--- config.mk ---
export PLATFORM = sky130hd
export DESIGN_NAME = sobel_window_engine_flat
export DESIGN_NICKNAME = d
export VERILOG_FILES = /design/src/rtl/sobel_window_engine_if.sv /design/src/rtl/sobel_window_engine.sv /design/src/flat_wrapper.sv
export SDC_FILE = /design/constraint.sdc
export NUM_CORES = 1
export LEC_CHECK = 0
export ABC_AREA = 1
export CAP_MARGIN = 10
export CORE_MARGIN = 2
export CORE_UTILIZATION = 55
export CTS_CLUSTER_DIAMETER = 30
export DETAILED_ROUTE_END_ITERATION = 10
export GPL_TIMING_DRIVEN = 0
export PLACE_DENSITY = 0.72
export SETUP_SLACK_MARGIN = 0.2
export SLEW_MARGIN = 20
export SYNTH_ARGS = -nofsm -noshare
export SYNTH_HDL_FRONTEND = slang
export SYNTH_SLANG_ARGS = --single-unit
--- constraint.sdc ---
create_clock -name clk -period 4.44 [get_ports clk]
set_input_delay 0.444 -clock clk [delete_from_list [all_inputs] [get_ports clk]]
set_output_delay 0.444 -clock clk [all_outputs]
set_load 0.03 [all_outputs]
--- src/rtl/sobel_window_engine_if.sv ---
// Column-beat bus between the line-buffer chain and the Sobel window engine.
// The master drives the three-row column beat; the slave returns the edge pixel stream.
`timescale 1ns/1ps
interface sobel_window_engine_if;
    logic       valid_i;
    logic [7:0] row0_i;
    logic [7:0] row1_i;
    logic [7:0] row2_i;
    logic       valid_o;
    logic [7:0] pix_o;
    logic       eol_o;

    modport master (
        output valid_i, row0_i, row1_i, row2_i,
        input  valid_o, pix_o, eol_o
    );

    modport slave (
        input  valid_i, row0_i, row1_i, row2_i,
        output valid_o, pix_o, eol_o
    );
endinterface

--- src/rtl/sobel_window_engine.sv ---
// Sliding 3x3 Sobel engine: window/column tracking, gradients, magnitude in three registered stages.
// Optional macro SOBEL_THRESHOLD_EN binarises the magnitude against THRESH instead of saturating it.
`timescale 1ns/1ps
module sobel_window_engine #(
    parameter int WIDTH  = 170,
    parameter int THRESH = 100
) (
    input logic                  clk,
    input logic                  rst,
    sobel_window_engine_if.slave bus
);
    localparam logic [9:0] COL_LAST = 10'(WIDTH - 1);

    logic [9:0]         col_reg;
    logic [7:0]         win_reg [3][3];
    logic [7:0]         row_in  [3];
    logic               s1_v_reg;
    logic               s1_eol_reg;
    logic [9:0]         col_sum [2];
    logic [9:0]         row_sum [2];
    logic signed [10:0] gx_next;
    logic signed [10:0] gy_next;
    logic signed [10:0] gx_reg;
    logic signed [10:0] gy_reg;
    logic               s2_v_reg;
    logic               s2_eol_reg;
    logic [10:0]        abs_x;
    logic [10:0]        abs_y;
    logic [10:0]        mag;
    logic [7:0]         pix_next;

    // Out-of-range parameters surface as this named scope in the elaborated hierarchy.
    if (WIDTH < 3 || WIDTH > 1023 || THRESH < 0) begin : g_illegal_params
    end

    assign row_in = '{bus.row0_i, bus.row1_i, bus.row2_i};

    // Stage 1: column position, window shift and the valid/eol tags for the new window.
    always_ff @(posedge clk or negedge rst) begin
        if (!rst) begin
            col_reg    <= '0;
            s1_v_reg   <= 1'b0;
            s1_eol_reg <= 1'b0;
            for (int r = 0; r < 3; r++) begin
                for (int c = 0; c < 3; c++) begin
                    win_reg[r][c] <= '0;
                end
            end
        end else begin
            s1_v_reg   <= bus.valid_i && (col_reg >= 10'd2);
            s1_eol_reg <= bus.valid_i && (col_reg == COL_LAST);
            if (bus.valid_i) begin
                col_reg <= (col_reg == COL_LAST) ? 10'd0 : col_reg + 10'd1;
                for (int r = 0; r < 3; r++) begin
                    win_reg[r][0] <= win_reg[r][1];
                    win_reg[r][1] <= win_reg[r][2];
                    win_reg[r][2] <= row_in[r];
                end
            end
        end
    end

    // Index 0 is the left column / top row, index 1 the right column / bottom row, weights 1-2-1.
    for (genvar gi = 0; gi < 2; gi++) begin : g_edge_sum
        localparam int K = 2 * gi;
        assign col_sum[gi] = {2'b00, win_reg[0][K]} + {1'b0, win_reg[1][K], 1'b0} + {2'b00, win_reg[2][K]};
        assign row_sum[gi] = {2'b00, win_reg[K][0]} + {1'b0, win_reg[K][1], 1'b0} + {2'b00, win_reg[K][2]};
    end

    assign gx_next = $signed({1'b0, col_sum[1]}) - $signed({1'b0, col_sum[0]});
    assign gy_next = $signed({1'b0, row_sum[1]}) - $signed({1'b0, row_sum[0]});

    always_ff @(posedge clk or negedge rst) begin
        if (!rst) begin
            gx_reg     <= '0;
            gy_reg     <= '0;
            s2_v_reg   <= 1'b0;
            s2_eol_reg <= 1'b0;
        end else begin
            gx_reg     <= gx_next;
            gy_reg     <= gy_next;
            s2_v_reg   <= s1_v_reg;
            s2_eol_reg <= s1_eol_reg;
        end
    end

    assign abs_x = gx_reg[10] ? $unsigned(-gx_reg) : $unsigned(gx_reg);
    assign abs_y = gy_reg[10] ? $unsigned(-gy_reg) : $unsigned(gy_reg);
    assign mag   = abs_x + abs_y;

`ifdef SOBEL_THRESHOLD_EN
    assign pix_next = (mag >= 11'(THRESH)) ? 8'd255 : 8'd0;
`else
    assign pix_next = (mag > 11'd255) ? 8'd255 : mag[7:0];
`endif

    always_ff @(posedge clk or negedge rst) begin
        if (!rst) begin
            bus.valid_o <= 1'b0;
            bus.pix_o   <= '0;
            bus.eol_o   <= 1'b0;
        end else begin
            bus.valid_o <= s2_v_reg;
            bus.pix_o   <= pix_next;
            bus.eol_o   <= s2_eol_reg;
        end
    end
endmodule

--- src/flat_wrapper.sv ---
// flat-port wrapper written by rule: the top's interface ports become plain ports
module sobel_window_engine_flat 
#(
    parameter int WIDTH  = 170,
    parameter int THRESH = 100
)
  (clk, rst, bus_valid_i, bus_row0_i, bus_row1_i, bus_row2_i, bus_valid_o, bus_pix_o, bus_eol_o);
  sobel_window_engine_if bus_i ();
  input logic clk;
  input logic rst;
  input wire logic [$bits(bus_i.valid_i)-1:0] bus_valid_i;
  input wire logic [$bits(bus_i.row0_i)-1:0] bus_row0_i;
  input wire logic [$bits(bus_i.row1_i)-1:0] bus_row1_i;
  input wire logic [$bits(bus_i.row2_i)-1:0] bus_row2_i;
  output wire logic [$bits(bus_i.valid_o)-1:0] bus_valid_o;
  output wire logic [$bits(bus_i.pix_o)-1:0] bus_pix_o;
  output wire logic [$bits(bus_i.eol_o)-1:0] bus_eol_o;
  assign bus_i.valid_i = bus_valid_i;
  assign bus_i.row0_i = bus_row0_i;
  assign bus_i.row1_i = bus_row1_i;
  assign bus_i.row2_i = bus_row2_i;
  assign bus_valid_o = bus_i.valid_o;
  assign bus_pix_o = bus_i.pix_o;
  assign bus_eol_o = bus_i.eol_o;
  sobel_window_engine #(.WIDTH(WIDTH), .THRESH(THRESH)) u_core (.clk(clk), .rst(rst), .bus(bus_i));
endmodule
---- After elaboration in Yosys (flattened, before gate mapping) ----
Index checks and enable logic that the tools add are counted.
word-level totals
  bits in registers ....................... 118
  word-level logic and storage cells ...... 42
  input bits .............................. 27
  output and inout port bits .............. 10
operators by class
  add/subtract/negate cells ............... 14
  $lt $le $gt $ge ......................... 2
  mux-type cells .......................... 4
  equal/unequal tests ..................... 1
  reductions and logical operators ........ 2
operator list
  kind                   count
  $add 10x8->10          4
  $add 8x9->10           4
  $mux 11                2
  $neg 11->11            2
  $sub 10x10->11         2
  $add 11x11->11         1
  $gt 11x8->1 const B    1
  $add 10x1->10 const B  1
  $eq 10x8->1 const B    1
  $ge 10x2->1 const B    1
  $mux 10                1
  $mux 8                 1
  $logic_and 1x1->1      2

---- Depth between registers and ports, before layout ----
Gate-level depths: netlist (run 1).
  depth in word-level cells ............... 5
  mapped depth ............................ 17
  gate-level depth less buffers ........... 17

---- Least setup slack after synthesis (run 1) ----
Ideal clock, no wire load.
  path kind ............................... reg2reg
  from .................................... reg u_core.win_reg[50] (netlist name)
  to ...................................... reg u_core.gy_reg[7]
  required time ........................... 4.361 ns
  period minus slack after synthesis ...... 3.233 ns
  library setup time ...................... 0.079 ns
  cell stages (with the launch flop) ...... 13
  slack ................................... 1.207 ns
  arrival time ............................ 3.153 ns
  path buffers ............................ 0
  cell sequence ........................... dfrtp_1 > inv_1 > fa_1 > fa_1 > fa_1 > inv_1 > fa_1 > o21ai_0 > nand2_1 > nand2_1 > nand2_1 > nand2_1 > xor2_1
on the way
  cells in the longest elaborated chain, start to end .. 2
ends and longest elaborated chain
  item                             RTL line                   RTL
  start, declared                  sobel_window_engine.sv:15  logic [7:0] win_reg [3][3];
  start signal, assigned by index  sobel_window_engine.sv:55  win_reg[r][0] <= win_reg[r][1];
  start signal, assigned by index  sobel_window_engine.sv:56  win_reg[r][1] <= win_reg[r][2];
  start signal, assigned by index  sobel_window_engine.sv:57  win_reg[r][2] <= row_in[r];
  $add 10x8->10                    sobel_window_engine.sv:67  assign row_sum[gi] = {2'b00, win_reg[K][0]} + {1'b0, win_reg[K][1], 1'b0} + {2'b00, win_reg[K][2]};
  $sub 10x10->11                   sobel_window_engine.sv:71  assign gy_next = $signed({1'b0, row_sum[1]}) - $signed({1'b0, row_sum[0]});
  net u_core.gy_next[7]            sobel_window_engine.sv:22  logic signed [10:0] gy_next;
  end signal, assigned             sobel_window_engine.sv:81  gy_reg <= gy_next;
  end, declared                    sobel_window_engine.sv:24  logic signed [10:0] gy_reg;
The timed path passes the listed nets, and every way through them passes these cells.
A chain may end at the register's enable or synchronous reset.

---- Worst setup path in the final report (run 1) ----
  from .................................... reg u_core.win_reg[50] (netlist name)
  to ...................................... reg u_core.gy_reg[9]
Same word-level chain as after synthesis.

==> results of run 1 <==
-- per-stage QoR --
step	TNS, ns	utilization (%)
CTS	0	65.4
global route	0	65.4
floorplan	0	-
global placement	-172.36	60.2
finish	0	65.4
detailed placement	0	60.4
-- layout make-up --
type	count	area, sq um
clock buffers	23	488
fillers	1057	4540
flip-flops and latches	118	2950
clock inverters	8	169
well taps	176	220
plain buffers	18	72.6
multi-input cells	541	3820
inverters	127	477
repair buffers	37	389
-- synth_stat cells, types with 3 or more instances --
| library cell | n | share of area [%] |
|---|---|---|
| xnor2_1 | 9 | 1.1 |
| nand3_1 | 33 | 2.3 |
| nand2_2 | 3 | 0.26 |
| nand4_1 | 6 | 0.51 |
| o21ai_0 | 43 | 2.9 |
| nor2_1 | 25 | 1.3 |
| clkbuf_1 | 12 | 0.61 |
| dfrtp_1 | 118 | 40 |
| nor2_2 | 4 | 0.34 |
| nor3_1 | 8 | 0.55 |
| a21oi_1 | 21 | 1.4 |
| xor2_1 | 29 | 3.5 |
| nand2_1 | 239 | 12 |
| fa_1 | 63 | 17 |
| nor4_1 | 3 | 0.26 |
| inv_1 | 126 | 6.5 |
| ha_1 | 39 | 6.7 |
| buf_2 | 4 | 0.27 |
-- critical path, delay by kind of cell, from the launching register on --
| kind | cells | cell delay (ns) |
|---|---|---|
| compound gates | 1 | 0.50 |
| xor+xnor | 1 | 0.16 |
| fa+ha+maj | 4 | 2.06 |
| buf+inv | 2 | 0.16 |
| flops | 1 | 0.38 |
| simple gates | 2 | 0.29 |
-- routing by layer --
layer	wire (um)	part of all wire (%)
met1	6440	43
met2	7470	50
met3	858	5.7
met4	194	1.3
met5	0	0
-- worst paths after layout --
kind / startpoint / endpoint / slack [ns] / cells past startpoint
worst max-delay path: u_core.win_reg[50]$_DFFE_PN0P_ / u_core.gy_reg[9]$_DFF_PN0_ / 0.79 / 10
worst min register to register: u_core.s1_eol_reg$_DFF_PN0_ / u_core.s2_eol_reg$_DFF_PN0_ / 0.35 / 0
worst max register to register: u_core.win_reg[50]$_DFFE_PN0P_ / u_core.gy_reg[9]$_DFF_PN0_ / 0.79 / 10
worst min-delay path: rst / u_core.bus.pix_o[5]$_DFF_PN0_ / 0.02 / 1
min in group clk: u_core.s1_eol_reg$_DFF_PN0_ / u_core.s2_eol_reg$_DFF_PN0_ / 0.35 / 0
max in group asynchronous: rst / u_core.win_reg[5]$_DFFE_PN0P_ / 3.72 / 2
-- kinds of logic (layout without fill, tap and decap cells) --
family / count (synthesis) / after routing / synth area share, %
DFF: 118 / 118 / 40.3
and+or+nand+nor: 328 / 328 / 18.5
adders and majority gates: 102 / 102 / 23.9
AOI/OAI and AO/OA: 73 / 73 / 5.26
buffers and inverters: 145 / 213 / 7.50
xor gates and xnor gates: 38 / 38 / 4.54
==> metrics.txt, run 1 <==
DRT Pass-1 Iters 5; Hold/Removal Path Class in -> async; Final Critical Period 3.65 ns; dpl ws 0.788 ns; Max FO, Critical Path 3; Final Max Tran Viols 0; Routed Wire Length 15.0 mm; nets 989; max reg flops 72; Max clock buf depth 2; outcome finished, final reports clean; dpl hpwl 11.5 mm; most used cell, CP fa_1; Post-Layout Cell Count 1048; Relative slew margins 53.4%; Final Hold Viols 0; CTS Buf Count 17; GP Congestion 0.888; count of final setup violators 0; Max Cap Viol 0; Die H 119 um; critical path class reg -> reg; CP Cell Sequence inv_1, fa_1, fa_1, fa_1, inv_1, fa_1, o21ai_0, nand4_1, nand3_1, xor2_1; initial core utilization 55.8%; Reg clk slew, reported paths 0.06 ns; setup ws final 0.794 ns; slowest CP cell fa_1; first-pass GRT wire length 25.6 mm; Vias 5350; sequential fraction of the synthesis area 40.3%; routed len/inst 14.3 um; CTS tree yes; crit path DAT 3.98 ns; f_max 0.274 GHz; Ys Warns 0; worst hold slack 0.0214 ns; Setup Fix Bufs, Post-CTS 0; std cell rows 42; Root Driver clkbuf_16; skew final 0.00754 ns; nature of the critical path endpoint register; FFs w/ async S/R, synth 100%; CTS Sinks 118; share of cells above drive strength 1 5.50%; #FFs+latches synth 118; GR peak layer met2; Final Cycle Share 82.1%; H-tree Lvls 4; met3 GRT Util 5.84%; Ports 37; dpl cell area 7940 sq um; Worst setup SP type register; grt ovf 0; count of input and output buffers 36; worst slew pin tran 0.700 ns; worst-skew pair later-pin latency 0.41 ns; GR Util met2 37.8%; number of global-route vias before repair 5489; GRT met1 Usage 30.9%; RSZ-0062 raised after global routing false; Core Area 13100 sq um; Resized Gates After CTS 0; pin count of the biggest net entering global routing 74; Layout area overhead 17.3%; Post-synth EDFFs 0; die area 14300 sq um; Die Width 119 um; DR iter-0 viols 343; CP required 4.77 ns; hold buffers post-CTS 0; initial antenna violation count 0; DRC Markers 0; synthesized instance count 804; Yosys cell types 31; Inserted Diodes 0; syn avg cell area 9.11 sq um; net count after synthesis 933; Vias/cell 5.10; GRT Overall Usage 23.2%; Post-Syn Area 7330 sq um; most frequent cells in the layout nand2_1 (239), inv_1 (126), dfrtp_1 (118); commonest non-fill, non-tap cell in the layout nand2_1; Routed Antenna Nets 0; Final Cell Area 8590 sq um; Critical Path Max Stage Delay 0.59 ns; prevailing post-synth register cell dfrtp_1; placed insts 1017
Power of run 1 is not shown: default switching activity piles up to over one toggle a cycle in this logic, so the estimate is an artifact.
==> run 2: changes to the inputs <==
--- a/config.mk
+++ b/config.mk
@@ -12,7 +12,7 @@
 export CTS_CLUSTER_DIAMETER = 30
 export DETAILED_ROUTE_END_ITERATION = 10
 export GPL_TIMING_DRIVEN = 0
-export PLACE_DENSITY = 0.72
+export PLACE_DENSITY = 0.75
 export SETUP_SLACK_MARGIN = 0.2
 export SLEW_MARGIN = 20
 export SYNTH_ARGS = -nofsm -noshare
==> constraint.sdc (replaced) <==
create_clock -name clk -period 3.05 [get_ports clk]
set_input_delay 0.305 -clock clk [delete_from_list [all_inputs] [get_ports clk]]
set_output_delay 0.305 -clock clk [all_outputs]
set_load 0.03 [all_outputs]
==> run 2 against run 1 <==
The flow now finishes with violations (negative setup slack). Worst setup slack got worse by 1.0 ns. Final area increased by 6.8%. Clock skew rose by 0.0028 ns. Wire length is 13% higher. Count of clock-buffer cells in the layout fell by 2. Worst hold slack better by 0.32 ns. Register-to-register slack lost 1.0 ns.
==> metrics.txt, run 2 (synthesis results as in run 1) <==
outcome finished, violations left; violated checks negative setup slack; Worst setup SP type register; Die Width 119 um; CP Launch Point u_core.win_reg[18]$_DFFE_PN0P_; Final Cycle Share 107%; Hold/Removal Path Class reg -> reg; initial antenna violation count 0; skew final 0.0104 ns; Critical Path Max Stage Delay 0.55 ns; first-pass GRT wire length 26.5 mm; Post-Layout Cell Count 1082; Relative slew margins 53.6%; placed insts 1017; CP Cell Sequence buf_6, fa_1, fa_1, fa_1, buf_4, buf_6, ha_4, a21oi_4, nand2_4, nand3_2, nand3_2, nand2_1, nand2_1, a21oi_2; initial core utilization 55.8%; Root Driver clkbuf_16; Vias/cell 5.16; nature of the critical path endpoint register; CTS tree yes; Layout fillers 959; CTS Sinks 118; die area 14300 sq um; std cell rows 42; Max clock buf depth 2; max reg flops 72; Max Cap Viol 0; Routed Wire Length 16.9 mm; GRT Overall Usage 24.3%; dpl hpwl 11.3 mm; met3 wire len 917 um; Inserted Diodes 0; Ports 37; most used cell, CP fa_1; number of global-route vias before repair 5513; pin count of the biggest net entering global routing 72; worst slew pin tran 0.696 ns; grt ovf 0; Hold Crit Start u_core.s1_v_reg$_DFF_PN0_; routed len/inst 15.6 um; critical path class reg -> reg; CTS Buf Count 17; Vias 5580; Max FO, Critical Path 3; crit path DAT 3.60 ns; Final Critical Period 3.26 ns; Sequential Area 2960 sq um; met2 routed WL 8.56 mm; f_max 0.306 GHz; share of cells above drive strength 1 17.0%; count of input and output buffers 36; commonest non-fill, non-tap cell in the layout nand2_1; DRT Pass-1 Iters 5; area of the multi-input gates 4170 sq um; Reg clk slew, reported paths 0.06 ns; slowest CP cell fa_1; nets 1022; met1 wire length 7.09 mm; H-tree Lvls 4; CP required 3.39 ns; count of final setup violators 14; Final Max Tran Viols 0; Die H 119 um; post-route setup TNS -1.60 ns; highest routed metal layer met4; Routed Antenna Nets 0; DR iter-0 viols 419; R2R Path Start u_core.win_reg[18]$_DFFE_PN0P_; worst-skew pair later-pin latency 0.42 ns; Core Area 13100 sq um; most frequent cells in the layout nand2_1 (233), inv_1 (111), dfrtp_1 (109); Layout area overhead 25.3%; Final Cell Area 9180 sq um; GP Congestion 0.827; setup ws final -0.214 ns; Final Hold Viols 0; RSZ-0062 raised after global routing true; DRC Markers 0; dpl cell area 8010 sq um
-- run 2: worst paths after layout --
kind | endpoint | slack (ns) | cells after the start
hold / removal | u_core.s2_v_reg$_DFF_PN0_ | 0.35 | 0
setup / recovery | u_core.gy_reg[10]$_DFF_PN0_ | -0.21 | 14
min in group asynchronous | u_core.bus.pix_o[7]$_DFF_PN0_ | 0.47 | 2
hold reg to reg | u_core.s2_v_reg$_DFF_PN0_ | 0.35 | 0
setup reg to reg | u_core.gy_reg[10]$_DFF_PN0_ | -0.21 | 14
max in group asynchronous | u_core.win_reg[48]$_DFFE_PN0P_ | 1.87 | 3
-- run 2: area by class of cell --
cell class	count	area share, %
timing repair buffer	70	7.37
tap	176	2.40
clock buffer	21	5.12
inverter	127	5.19
sequential	118	32.3
clock inverter	11	1.36
buffer	18	0.791
multi-input combinational	541	45.5
-- run 2: repair_timing --
item | in CTS | in global routing
endpoints found under the hold margin | 70 | 0
pin swaps | 37 | 31
buffers inserted | 18 | 14
endpoints found under the setup margin | 13 | 26
resized for setup | 38 | 43
hold buffers | 1 | 0
-- run 2: per-stage QoR --
step,setup WS [ns],util [%],hold WS [ns]
CTS,-0.103,67.8,0.348
finish,-0.214,69.9,0.346
global route,-0.294,69.9,0.349
detailed placement,-0.201,61.0,0.335
floorplan,0.111,-,0.00941
global placement,-2.92,60.7,0.332
-- run 2: critical path: cells and delay by family, from the launching register on --
kind / cells / cell delay, ns
buffers and inverters: 3 / 0.41
adders and majority gates: 4 / 1.68
and+or+nand+nor: 5 / 0.38
AOI/OAI and AO/OA: 2 / 0.30
DFF: 1 / 0.41
-- run 2: metal layers --
metal,track usage (%),vias to the layer above
li1,-,2666
met1,32.3,2728
met2,39.2,158
met3,5.94,28
met4,8.38,0
met5,0,-
Power of run 2 is left out for the same reason.
==> run 3: changes to the inputs <==
--- a/config.mk
+++ b/config.mk
@@ -6,7 +6,6 @@
 export NUM_CORES = 1
 export LEC_CHECK = 0
 export ABC_AREA = 1
-export CAP_MARGIN = 10
 export CORE_MARGIN = 2
 export CORE_UTILIZATION = 55
 export CTS_CLUSTER_DIAMETER = 30
==> results of run 3 <==
The final DEF is identical to that of run 2; final timing and power are the same.
Power of run 3 is left out for the same reason.
